`src/rtl/ex_mem_skid_stage_pkg.sv`:
```
// ex_mem_skid_stage_pkg: shared EX/MEM types.
// Payload bundle, ResultSrc encoding, skid states.
package ex_mem_skid_stage_pkg;

  localparam int PKG_XLEN   = 32;
  localparam int PKG_REG_AW = 5;

  typedef enum logic [1:0] {
    RES_ALU = 2'd0,
    RES_MEM = 2'd1,
    RES_PC4 = 2'd2,
    RES_IMM = 2'd3
  } result_src_t;

  typedef enum logic [1:0] {
    SKID_EMPTY = 2'd0,
    SKID_ONE   = 2'd1,
    SKID_TWO   = 2'd2
  } skid_state_t;

  typedef struct packed {
    logic                  reg_write;
    result_src_t           result_src;
    logic [2:0]            funct3;
    logic [PKG_XLEN-1:0]   alu_result;
    logic [PKG_REG_AW-1:0] rd;
    logic [PKG_XLEN-1:0]   rd2;
    logic [3:0]            mem_write;
    logic [PKG_XLEN-1:0]   pc_cur;
  } ex_mem_payload_t;

endpackage

```
`src/rtl/ex_mem_skid_stage_buffer.sv`:
```
// payload_skid_buffer: valid/ready register stage.
// DEPTH=1 plain register, DEPTH=2 registered-ready skid.
module payload_skid_buffer
  import ex_mem_skid_stage_pkg::*;
#(
  parameter type T     = ex_mem_payload_t,
  parameter int  DEPTH = 2
) (
  input  logic clk,
  input  logic reset_n,
  input  logic flush,
  input  logic up_valid,
  output logic up_ready,
  input  T     up_data,
  output logic dn_valid,
  input  logic dn_ready,
  output T     dn_data
);

  T     main_q;
  logic acc;
  logic dep;

  assign acc     = up_valid && up_ready;
  assign dep     = dn_valid && dn_ready;
  assign dn_data = main_q;

  if (DEPTH == 1) begin : g_reg

    logic valid_q;

    assign dn_valid = valid_q;
    assign up_ready = !valid_q || dn_ready;

    // Valid flag: set on accept, cleared on drain or squash
    always_ff @(posedge clk) begin
      if (!reset_n) begin
        valid_q <= 1'b0;
      end else if (flush) begin
        valid_q <= 1'b0;
      end else if (acc) begin
        valid_q <= 1'b1;
      end else if (dep) begin
        valid_q <= 1'b0;
      end
    end

    // Main payload: loads on accept, stale across squash
    always_ff @(posedge clk) begin
      if (!reset_n) begin
        main_q <= '0;
      end else if (acc && !flush) begin
        main_q <= up_data;
      end
    end

  end else if (DEPTH == 2) begin : g_skid

    skid_state_t state_q;
    skid_state_t state_d;
    T            skid_q;
    logic        ready_q;
    logic        load_main;
    logic        load_skid;
    logic        pop_skid;

    assign dn_valid = (state_q != SKID_EMPTY);
    assign up_ready = ready_q;

    // State and ready flop; ready tracks next state
    always_ff @(posedge clk) begin
      if (!reset_n || flush) begin
        state_q <= SKID_EMPTY;
        ready_q <= 1'b1;
      end else begin
        state_q <= state_d;
        ready_q <= (state_d != SKID_TWO);
      end
    end

    // Occupancy transitions
    always_comb begin
      state_d = state_q;
      unique case (state_q)
        SKID_EMPTY: begin
          if (acc) state_d = SKID_ONE;
        end
        SKID_ONE: begin
          if (acc && !dep) state_d = SKID_TWO;
          else if (!acc && dep) state_d = SKID_EMPTY;
        end
        SKID_TWO: begin
          if (dep) state_d = SKID_ONE;
        end
        default: state_d = SKID_EMPTY;
      endcase
    end

    // Storage steering per state
    always_comb begin
      load_main = 1'b0;
      load_skid = 1'b0;
      pop_skid  = 1'b0;
      unique case (state_q)
        SKID_EMPTY: load_main = acc;
        SKID_ONE: begin
          load_main = acc && dep;
          load_skid = acc && !dep;
        end
        SKID_TWO: pop_skid = dep;
        default: ;
      endcase
    end

    // Main register: new entry or promoted skid entry
    always_ff @(posedge clk) begin
      if (!reset_n) begin
        main_q <= '0;
      end else if (!flush) begin
        if (pop_skid) main_q <= skid_q;
        else if (load_main) main_q <= up_data;
      end
    end

    // Skid register: catches the entry arriving under stall
    always_ff @(posedge clk) begin
      if (!reset_n) begin
        skid_q <= '0;
      end else if (load_skid && !flush) begin
        skid_q <= up_data;
      end
    end

  end else begin : g_bad_depth

    $error("payload_skid_buffer: DEPTH must be 1 or 2");

  end

endmodule

```
`src/rtl/ex_mem_skid_stage.sv`:
```
// ex_mem_skid_stage: EX->MEM pipeline stage.
// Packs the payload, buffers it, exposes a forwarding tap.
module ex_mem_skid_stage
  import ex_mem_skid_stage_pkg::*;
#(
  parameter int XLEN   = PKG_XLEN,
  parameter int REG_AW = PKG_REG_AW,
  parameter int DEPTH  = 2
) (
  input  logic              clk,
  input  logic              reset_n,
  input  logic              flush,
  input  logic              ex_valid,
  output logic              ex_ready,
  input  logic              ex_reg_write,
  input  result_src_t       ex_result_src,
  input  logic [2:0]        ex_funct3,
  input  logic [XLEN-1:0]   ex_alu_result,
  input  logic [REG_AW-1:0] ex_rd,
  input  logic [XLEN-1:0]   ex_rd2,
  input  logic [3:0]        ex_mem_write,
  input  logic [XLEN-1:0]   ex_pc_cur,
  output logic              mem_valid,
  input  logic              mem_ready,
  output logic              mem_reg_write,
  output result_src_t       mem_result_src,
  output logic [2:0]        mem_funct3,
  output logic [XLEN-1:0]   mem_alu_result,
  output logic [REG_AW-1:0] mem_rd,
  output logic [XLEN-1:0]   mem_rd2,
  output logic [3:0]        mem_mem_write,
  output logic [XLEN-1:0]   mem_pc_cur,
  output logic              fwd_valid,
  output logic [REG_AW-1:0] fwd_rd,
  output logic [XLEN-1:0]   fwd_data
);

  if (XLEN != PKG_XLEN || REG_AW != PKG_REG_AW) begin : g_bad_w
    $error("ex_mem_skid_stage: widths differ from package");
  end

  ex_mem_payload_t p_in;
  ex_mem_payload_t p_out;

  assign p_in.reg_write  = ex_reg_write;
  assign p_in.result_src = ex_result_src;
  assign p_in.funct3     = ex_funct3;
  assign p_in.alu_result = ex_alu_result;
  assign p_in.rd         = ex_rd;
  assign p_in.rd2        = ex_rd2;
  assign p_in.mem_write  = ex_mem_write;
  assign p_in.pc_cur     = ex_pc_cur;

  payload_skid_buffer #(
    .T     (ex_mem_payload_t),
    .DEPTH (DEPTH)
  ) u_buf (
    .clk      (clk),
    .reset_n  (reset_n),
    .flush    (flush),
    .up_valid (ex_valid),
    .up_ready (ex_ready),
    .up_data  (p_in),
    .dn_valid (mem_valid),
    .dn_ready (mem_ready),
    .dn_data  (p_out)
  );

  assign mem_reg_write  = p_out.reg_write;
  assign mem_result_src = p_out.result_src;
  assign mem_funct3     = p_out.funct3;
  assign mem_alu_result = p_out.alu_result;
  assign mem_rd         = p_out.rd;
  assign mem_rd2        = p_out.rd2;
  assign mem_mem_write  = p_out.mem_write;
  assign mem_pc_cur     = p_out.pc_cur;

  assign fwd_valid = mem_valid && p_out.reg_write
                   && (p_out.rd != '0);
  assign fwd_rd    = p_out.rd;
  assign fwd_data  = p_out.alu_result;

endmodule

```
`config.mk`:
```
export PLATFORM = sky130hd
export DESIGN_NAME = ex_mem_skid_stage
export DESIGN_NICKNAME = d
export VERILOG_FILES = /design/src/rtl/ex_mem_skid_stage_pkg.sv /design/src/rtl/ex_mem_skid_stage_buffer.sv /design/src/rtl/ex_mem_skid_stage.sv
export SDC_FILE = /design/constraint.sdc
export NUM_CORES = 1
export LEC_CHECK = 0
export ABC_CLOCK_PERIOD_IN_PS = 1550
export BUFFER_PORTS_ARGS = -buffer_cell sky130_fd_sc_hd__buf_4
export CAP_MARGIN = 20
export CORE_ASPECT_RATIO = 0.6
export CORE_UTILIZATION = 47
export CTS_CLUSTER_SIZE = 20
export DETAILED_ROUTE_END_ITERATION = 12
export PLACE_DENSITY_LB_ADDON = 0.1
export SYNTH_ARGS = -nofsm -noshare
export SYNTH_HDL_FRONTEND = slang
export SYNTH_SLANG_ARGS = --single-unit
export TNS_END_PERCENT = 50
```
`constraint.sdc`:
```
create_clock -name clk -period 1.55 [get_ports clk]
set_input_delay 0.0775 -clock clk [delete_from_list [all_inputs] [get_ports clk]]
set_output_delay 0.0775 -clock clk [all_outputs]
set_load 0.01 [all_outputs]
```
==> results.md, run 1 <==
* Dpl hpwl at 17,100 um
* Total Wirelength at 35,700 um
* Max_slew headroom at 59.5%
* Hold WC Path Type: in2reg
* Setup-failing EPs final at 164
* Final worst slack at -0.219 ns
* Max stage delay on crit path at 0.52 ns
* Vias in the first global route at 8,974
* Synth Instances at 1,160
* Register-to-Register Path Depth at 6
* Yosys reg bits at 225
* CP startpoint: u_buf.dn_data[70]$_SDFFE_PN0P_
* R2r endpoint: u_buf.dn_data[40]$_SDFFE_PN0P_
* Final Power at 14.1 mW
* Post-layout nets at 1,632
* Die H at 112 um
* Starting DRC count in detailed routing at 852
* First-pass GRT wire length at 46,500 um
* Maximum fanout along the worst path at 2
* Status: finished, violations left
* H-tree depth at 1
* Clock Skew at 0.00845 ns
* Clk sinks at 225
* CP max-delay cell: or4_4
* Maximum VDD drop at 0.656 mV
* CP Capture Type: primary output
* Synthesized area at 9460 sq um
* Share of cells above drive strength 1 at 36.8%
* Total CTS buffers at 22
* Crit path cell chain: or4_4 > o211a_1 > buf_6
* CTS root buf: clkbuf_16
* Grt ovf at 0
* Wire per inst at 19.9 um
* Slew Limit Fails at 0
* Critical Path AT at 1.69 ns
* Vias at 10,200
* DP Worst Slack at -0.0135 ns
* Hold path cells at 5
* Pre-antenna DRT Iters at 7
* Syn avg cell area at 8.15 sq um
* GPL Wtd Cong at 0.779
* CTS tree: built
* DR vias/cell at 5.69
* Yosys cell types at 26
* Final Cycle Share at 114%
* Reg2reg start: u_buf.g_skid.state_q[0]$_SDFF_PP0_
* Worst-case clock buffer depth at 3
* Post-Syn Nets at 1,276
* Clock Latency Late Sink at 0.50 ns
* Overall global routing resource usage at 27.6%
* Row Count at 39
* R2R Setup Slk at -0.21 ns
* Crit Path Class: reg2out
* Largest net degree at the start of global routing at 96
* Crit start category: flop
* Initial antenna violation count at 1
* Final worst path period need at 1.77 ns
* Initial Utilization at 48.8%
* Failing checks: setup timing
* Clk slew on worst S/H paths at 0.06 ns
* Area Growth Syn to Fin at 63.7%
* Max Cap Viol at 0
* RSZ-0062 raised after global routing: yes
* I/O pin cnt at 267
* Die X at 185 um
* Post-route DRC at 0
* Highest Clock Rate at 0.565 GHz
* Core area at 19,400 sq um
* Hold Vio Cnt, Final at 0
* ANT nets after route at 0
* Fillcell total at 1,222
* Die area at 20,700 sq um
* Worst hold start: flush
* Critical path data required time at 1.47 ns
* Worst slew pin tran at 0.608 ns
* PwrDens at 909 nW/um^2
* Yosys warning count at 0
* Worst Hold Endpoint: u_buf.g_skid.state_q[0]$_SDFF_PP0_
* Leak at 6.04 nW
* Seq/Total Area, Yosys at 47.6%
* IO Port Bufs at 266
## timing repair
item,4_1_cts,5_1_grt
hold buffers,114,0
buffers inserted,3,6
hold endpoints to repair,225,0
pin swaps,2,16
gates resized for setup,35,301
gates cloned,4,33
endpoints found under the setup margin,20,213
## layout make-up
type	instances	area, sq um	area share, %
Multi-Input combinational cell	799	5240	33.8
Timing Repair Buffer	466	4680	30.3
Sequential cell	225	4520	29.2
Clock buffer	34	677	4.37
Tap cell	266	333	2.15
Clock inverter	3	21.3	0.137
Inverter	2	8.76	0.0566
Antenna cell	1	2.50	0.0162
## report_power, final
group	switching [mW]	internal [mW]
Combinational	1.25	1.33
Clock	2.28	3.00
Sequential	0.210	6.00
## logic make-up (layout without fill, tap and decap cells)
kind of cell,after synthesis,count (layout),synth area share (%)
flip-flops,225,225,47.6
buffers and inverters,137,505,8.18
AO/OA/AOI/OAI,227,227,19.5
AND/OR/NAND/NOR,570,571,24.6
multiplexers,1,1,0.106
other,0,1,0
## cells in the mapped netlist
library cell | n | area (sq um)
nand2b_1 | 2 | 12.5
nand2_1 | 225 | 845
a21boi_1 | 80 | 601
buf_1 | 3 | 11.3
clkbuf_1 | 53 | 199
nor3_1 | 111 | 556
inv_1 | 2 | 7.51
dfxtp_1 | 225 | 4500
or4_1 | 3 | 22.5
nor2b_1 | 1 | 6.26
or2_2 | 1 | 6.26
buf_6 | 10 | 113
mux2i_1 | 1 | 10.0
o31ai_1 | 1 | 7.51
nor4_2 | 1 | 12.5
o22a_1 | 1 | 8.76
buf_4 | 39 | 293
o21a_1 | 1 | 7.51
nand3b_1 | 1 | 7.51
buf_2 | 30 | 150
a21boi_0 | 31 | 233
a211oi_1 | 1 | 7.51
o211a_1 | 1 | 10.0
nor2_1 | 223 | 837
o221ai_1 | 111 | 972
nand4b_1 | 2 | 17.5
## critical path: cells and delay by family, from the launching register on
kind	cells	cell delay (ns)
and+or+nand+nor	1	0.52
AOI/OAI and AO/OA	1	0.23
buffers and inverters	1	0.12
DFF	1	0.32
## state kept, by name (all words and copies together) (netlist names)
signal                cells
u_buf.dn_data           111
u_buf.g_skid.state_q      2
u_buf.up_ready            1
u_buf.g_skid.skid_q     111
## metrics by stage
step | setup TNS, ns | cell area (sq um) | hold WS, ns | util, % | cells
final | -18.95 | 15500 | 0.229 | 79.9 | 1796
after global routing | -27.05 | 15500 | 0.254 | 79.9 | 1796
after CTS | -5.70 | 13600 | 0.0906 | 70.3 | 1756
after detailed placement | -0.0292 | 11600 | 0.324 | 59.7 | 1598
after global placement | 0 | 11600 | 0.323 | 59.7 | 1598
after floorplan | 0 | 9460 | 0.167 | - | 1160
## layer usage
metal	vias up	track usage [%]	part of all wire [%]
li1	4711	-	-
met1	4944	38.3	43
met2	510	44.7	46
met3	56	5.00	9.2
met4	0	6.06	1.7
met5	-	0	0
## cells in the final DEF (no fill, tap or decap), types with 5 or more instances in the layout
| master | netlist | layout |
|---|---|---|
| dfxtp_1 | 225 | 220 |
| buf_6 | 10 | 13 |
| buf_4 | 39 | 284 |
| a21boi_2 | 0 | 8 |
| nor2_1 | 223 | 112 |
| clkbuf_8 | 0 | 6 |
| a21boi_1 | 80 | 94 |
| buf_12 | 0 | 15 |
| nor3_1 | 111 | 81 |
| buf_8 | 0 | 6 |
| a21boi_0 | 31 | 9 |
| nor3_2 | 0 | 30 |
| clkbuf_16 | 0 | 48 |
| clkbuf_1 | 53 | 5 |
| dlygate4sd3_1 | 0 | 114 |
| nand2_1 | 225 | 211 |
| nor2_2 | 0 | 16 |
| nand2_2 | 0 | 10 |
| o221ai_1 | 111 | 110 |
| buf_16 | 0 | 9 |
| nor2_4 | 0 | 95 |
## how the worst max path moves through the flow
stage	endpoint	slack, ns
after floorplan	u_buf.dn_data[104]$_SDFFE_PN0P_	0.01
after global placement	u_buf.dn_data[81]$_SDFFE_PN0P_	0.04
after detailed placement	u_buf.dn_data[56]$_SDFFE_PN0P_	-0.01
after CTS	fwd_valid	-0.24
after global routing	fwd_valid	-0.26
final	fwd_valid	-0.22
(Power assumes the default switching activity.)
==> run 2, diff against run 1 <==
Settings changed: ABC_CLOCK_PERIOD_IN_PS 1550 to default, GPL_ROUTABILITY_DRIVEN from default to 0, SYNTH_HIERARCHICAL from default to 1.
==> results.md, run 2 <==
* H-tree depth at 1 (unchanged)
* Post-layout nets at 1,609 (was 1,632)
* WHS at 0.218 ns (was 0.229 ns)
* Grt ovf at 0 (unchanged)
* Clk slew on worst S/H paths at 0.07 ns (was 0.06 ns)
* Instance area at placement at 11,700 sq um (was 11,600 sq um)
* Final Power at 14.4 mW (was 14.1 mW)
* Hold path cells at 6 (was 5)
* Initial Utilization at 48.8% (about the same)
* Synthesized area at 9430 sq um (was 9460 sq um)
* Hold WC Path Type: in2reg (unchanged)
* Dpl hpwl at 16,700 um (was 17,100 um)
* Synth top cells by count: dfxtp_1 (225), nand2_1 (225), nor2_1 (223), nor3_1 (111), o221ai_1 (111) (unchanged)
* Pre-antenna DRT Iters at 8 (was 7)
* Die X at 185 um (about the same)
* CP Capture Type: flop (was primary output)
* Initial antenna violation count at 1 (unchanged)
* First-pass GRT wire length at 45,700 um (was 46,500 um)
* Vias at 9,862 (was 10,200)
* Highest Clock Rate at 0.583 GHz (was 0.565 GHz)
* Crit Path Class: reg2reg (was reg2out)
* Worst-case clock buffer depth at 3 (unchanged)
* Area of the multi-input gates at 4940 sq um (was 5240 sq um)
* Most frequent cells in the layout: buf_4 (280), nand2_1 (224), dfxtp_1 (220), nor2_1 (118), dlygate4sd3_1 (114) (was buf_4 (284), dfxtp_1 (220), nand2_1 (211), dlygate4sd3_1 (114), nor2_1 (112))
* Largest net degree at the start of global routing at 61 (was 96)
* Hold Vio Cnt, Final at 0 (unchanged)
* Die H at 112 um (about the same)
* Vias in the first global route at 9,022 (was 8,974)
* Die area at 20,700 sq um (about the same)
* Worst slew pin tran at 0.369 ns (was 0.608 ns)
* Share of cells above drive strength 1 at 33.4% (was 36.8%)
* Maximum fanout along the worst path at 8 (was 2)
* EDFF count, synth at 0 (unchanged)
* Final worst slack at -0.164 ns (was -0.219 ns)
* Area Growth Syn to Fin at 57.6% (was 63.7%)
* DP Worst Slack at 0.0129 ns (was -0.0135 ns)
* DR vias/cell at 5.56 (was 5.69)
* Overall global routing resource usage at 26.9% (was 27.6%)
* Register-to-Register Path Depth at 6 (unchanged)
* Row Count at 39 (unchanged)
* Post-synth top flop: dfxtp_1 (unchanged)
* Fillcell total at 1,333 (was 1,222)
* Leak at 5.80 nW (was 6.04 nW)
* Most common cell after layout, fill and taps aside: buf_4 (unchanged)
* Core area at 19,300 sq um (was 19,400 sq um)
* Cell taking the most area after synthesis: dfxtp_1 (unchanged)
* Worst path depth at 6 (was 3)
* Area contributors post-synth: dfxtp_1 (48%), o221ai_1 (10%), nand2_1 (9.0%), nor2_1 (8.9%), a21boi_1 (6.4%) (was dfxtp_1 (48%), o221ai_1 (10%), nand2_1 (8.9%), nor2_1 (8.9%), a21boi_1 (6.4%))
* Crit start category: flop (unchanged)
* Async set or reset register ratio after synthesis at 0% (unchanged)
* Failing checks: setup timing (unchanged)
* Maximum VDD drop at 0.847 mV (was 0.656 mV)
* CTS tree: built (unchanged)
* Critical path data required time at 1.92 ns (was 1.47 ns)
* CTS root buf: clkbuf_16 (unchanged)
* Critical Path AT at 2.09 ns (was 1.69 ns)
* Slew Limit Fails at 0 (unchanged)
* Buf/Inv on CP at 2 (was 1)
* Yosys reg bits at 225 (unchanged)
* Final Instance Area at 14,900 sq um (was 15,500 sq um)
* Total CTS buffers at 22 (unchanged)
* RSZ-0062 raised after global routing: yes (unchanged)
* Starting DRC count in detailed routing at 811 (was 852)
* Top delay family on crit path: simple AND/OR/NAND/NOR gates (unchanged)
* Post-Syn Nets at 1,276 (unchanged)
* Seq/Total Area, Yosys at 47.8% (was 47.6%)
* ANT nets after route at 0 (unchanged)
* Yosys warning count at 6 (was 0)
* Max Cap Viol at 0 (unchanged)
* Wire per inst at 18.1 um (was 19.9 um)
* Yosys cell types at 28 (was 26)
* I/O pin cnt at 267 (unchanged)
* Syn avg cell area at 8.13 sq um (was 8.15 sq um)
* Sequential cell area at 4510 sq um (was 4520 sq um)
* Max_slew headroom at 75.4% (was 59.5%)
* CP max-delay cell: or4_4 (unchanged)
* Synth top area share at 47.8% (was 47.6%)
* Post-route DRC at 0 (unchanged)
* Clock Skew at 0.0179 ns (was 0.00845 ns)
* Crit path cell chain: nor2b_4 > or4_4 > buf_12 > clkbuf_16 > nor2_4 > nor3_2 (was or4_4 > o211a_1 > buf_6)
* Status: finished, violations left (unchanged)
* Clk sinks at 225 (unchanged)
* Fin util at 76.9% (was 79.9%)
* Final worst path period need at 1.71 ns (was 1.77 ns)
* Setup-failing EPs final at 112 (was 164)
* PwrDens at 971 nW/um^2 (was 909 nW/um^2)
* Final Cycle Share at 111% (was 114%)
* Total Wirelength at 32,200 um (was 35,700 um)
* Synth Instances at 1,160 (unchanged)
* Clock Latency Late Sink at 0.50 ns (about the same)
* Max stage delay on crit path at 0.55 ns (was 0.52 ns)
* IO Port Bufs at 266 (unchanged)
run 2: path summary, 6_finish.rpt:
kind                                             start                              endpoint  slack (ns)
setup / recovery    u_buf/g_skid.state_q[0]$_SDFF_PP0_        u_buf/dn_data[94]$_SDFFE_PN0P_       -0.16
hold / removal                                   flush  u_buf/g_skid.skid_q[71]$_SDFFE_PN0P_        0.22
setup reg to reg    u_buf/g_skid.state_q[0]$_SDFF_PP0_        u_buf/dn_data[94]$_SDFFE_PN0P_       -0.16
hold reg to reg   u_buf/g_skid.skid_q[15]$_SDFFE_PN0P_  u_buf/g_skid.skid_q[15]$_SDFFE_PN0P_        0.45
run 2: tightest hold or removal path, cell delays in order:
cell      delay (ns)
buf_4           0.12
nor4_4          0.05
buf_4           0.14
buf_12          0.15
nand2_1         0.07
a21boi_1        0.05
run 2: final cells by class:
cell class                 instances  share of cell area, %
antenna                            1                 0.0168
clock buffer                      31                   4.48
clock inverter                     7                  0.766
inverter                           2                 0.0589
multi-input combinational        798                   33.2
sequential                       225                   30.4
tap                              266                   2.24
timing repair buffer             444                   28.8
run 2: kinds of logic after synthesis:
family | count (synthesis) | synth area share [%]
AO/OA/AOI/OAI | 227 | 19.6
buffers and inverters | 137 | 7.89
flip-flops | 225 | 47.8
multiplexers | 1 | 0.106
AND/OR/NAND/NOR | 570 | 24.6
run 2: power breakdown:
group,switching [mW],internal (mW),leakage [nW]
registers,0.199,6.00,1.83
clock network,2.29,3.49,0.387
logic,1.17,1.29,3.58
total,3.66,10.8,5.80
run 2: timing repair:
action,CTS,global route
gates resized for setup,17,214
gates cloned,3,14
pin swaps,0,6
setup endpoints to repair,12,137
buffers inserted,1,4
hold endpoints to repair,224,0
hold buffers,114,0
run 2: routing by layer:
layer	GRT usage [%]	routed length (um)	up-vias
met5	0	0	-
met4	6.67	778	0
met3	4.38	2420	60
met2	44.6	15000	482
met1	36.4	13900	4669
li1	-	-	4651
run 2: through the flow:
stage | TNS [ns] | std cells
global placement | 0 | 1599
detailed placement | 0 | 1599
CTS | -8.54 | 1755
finish | -8.95 | 1774
global route | -12.05 | 1774
floorplan | 0 | 1160
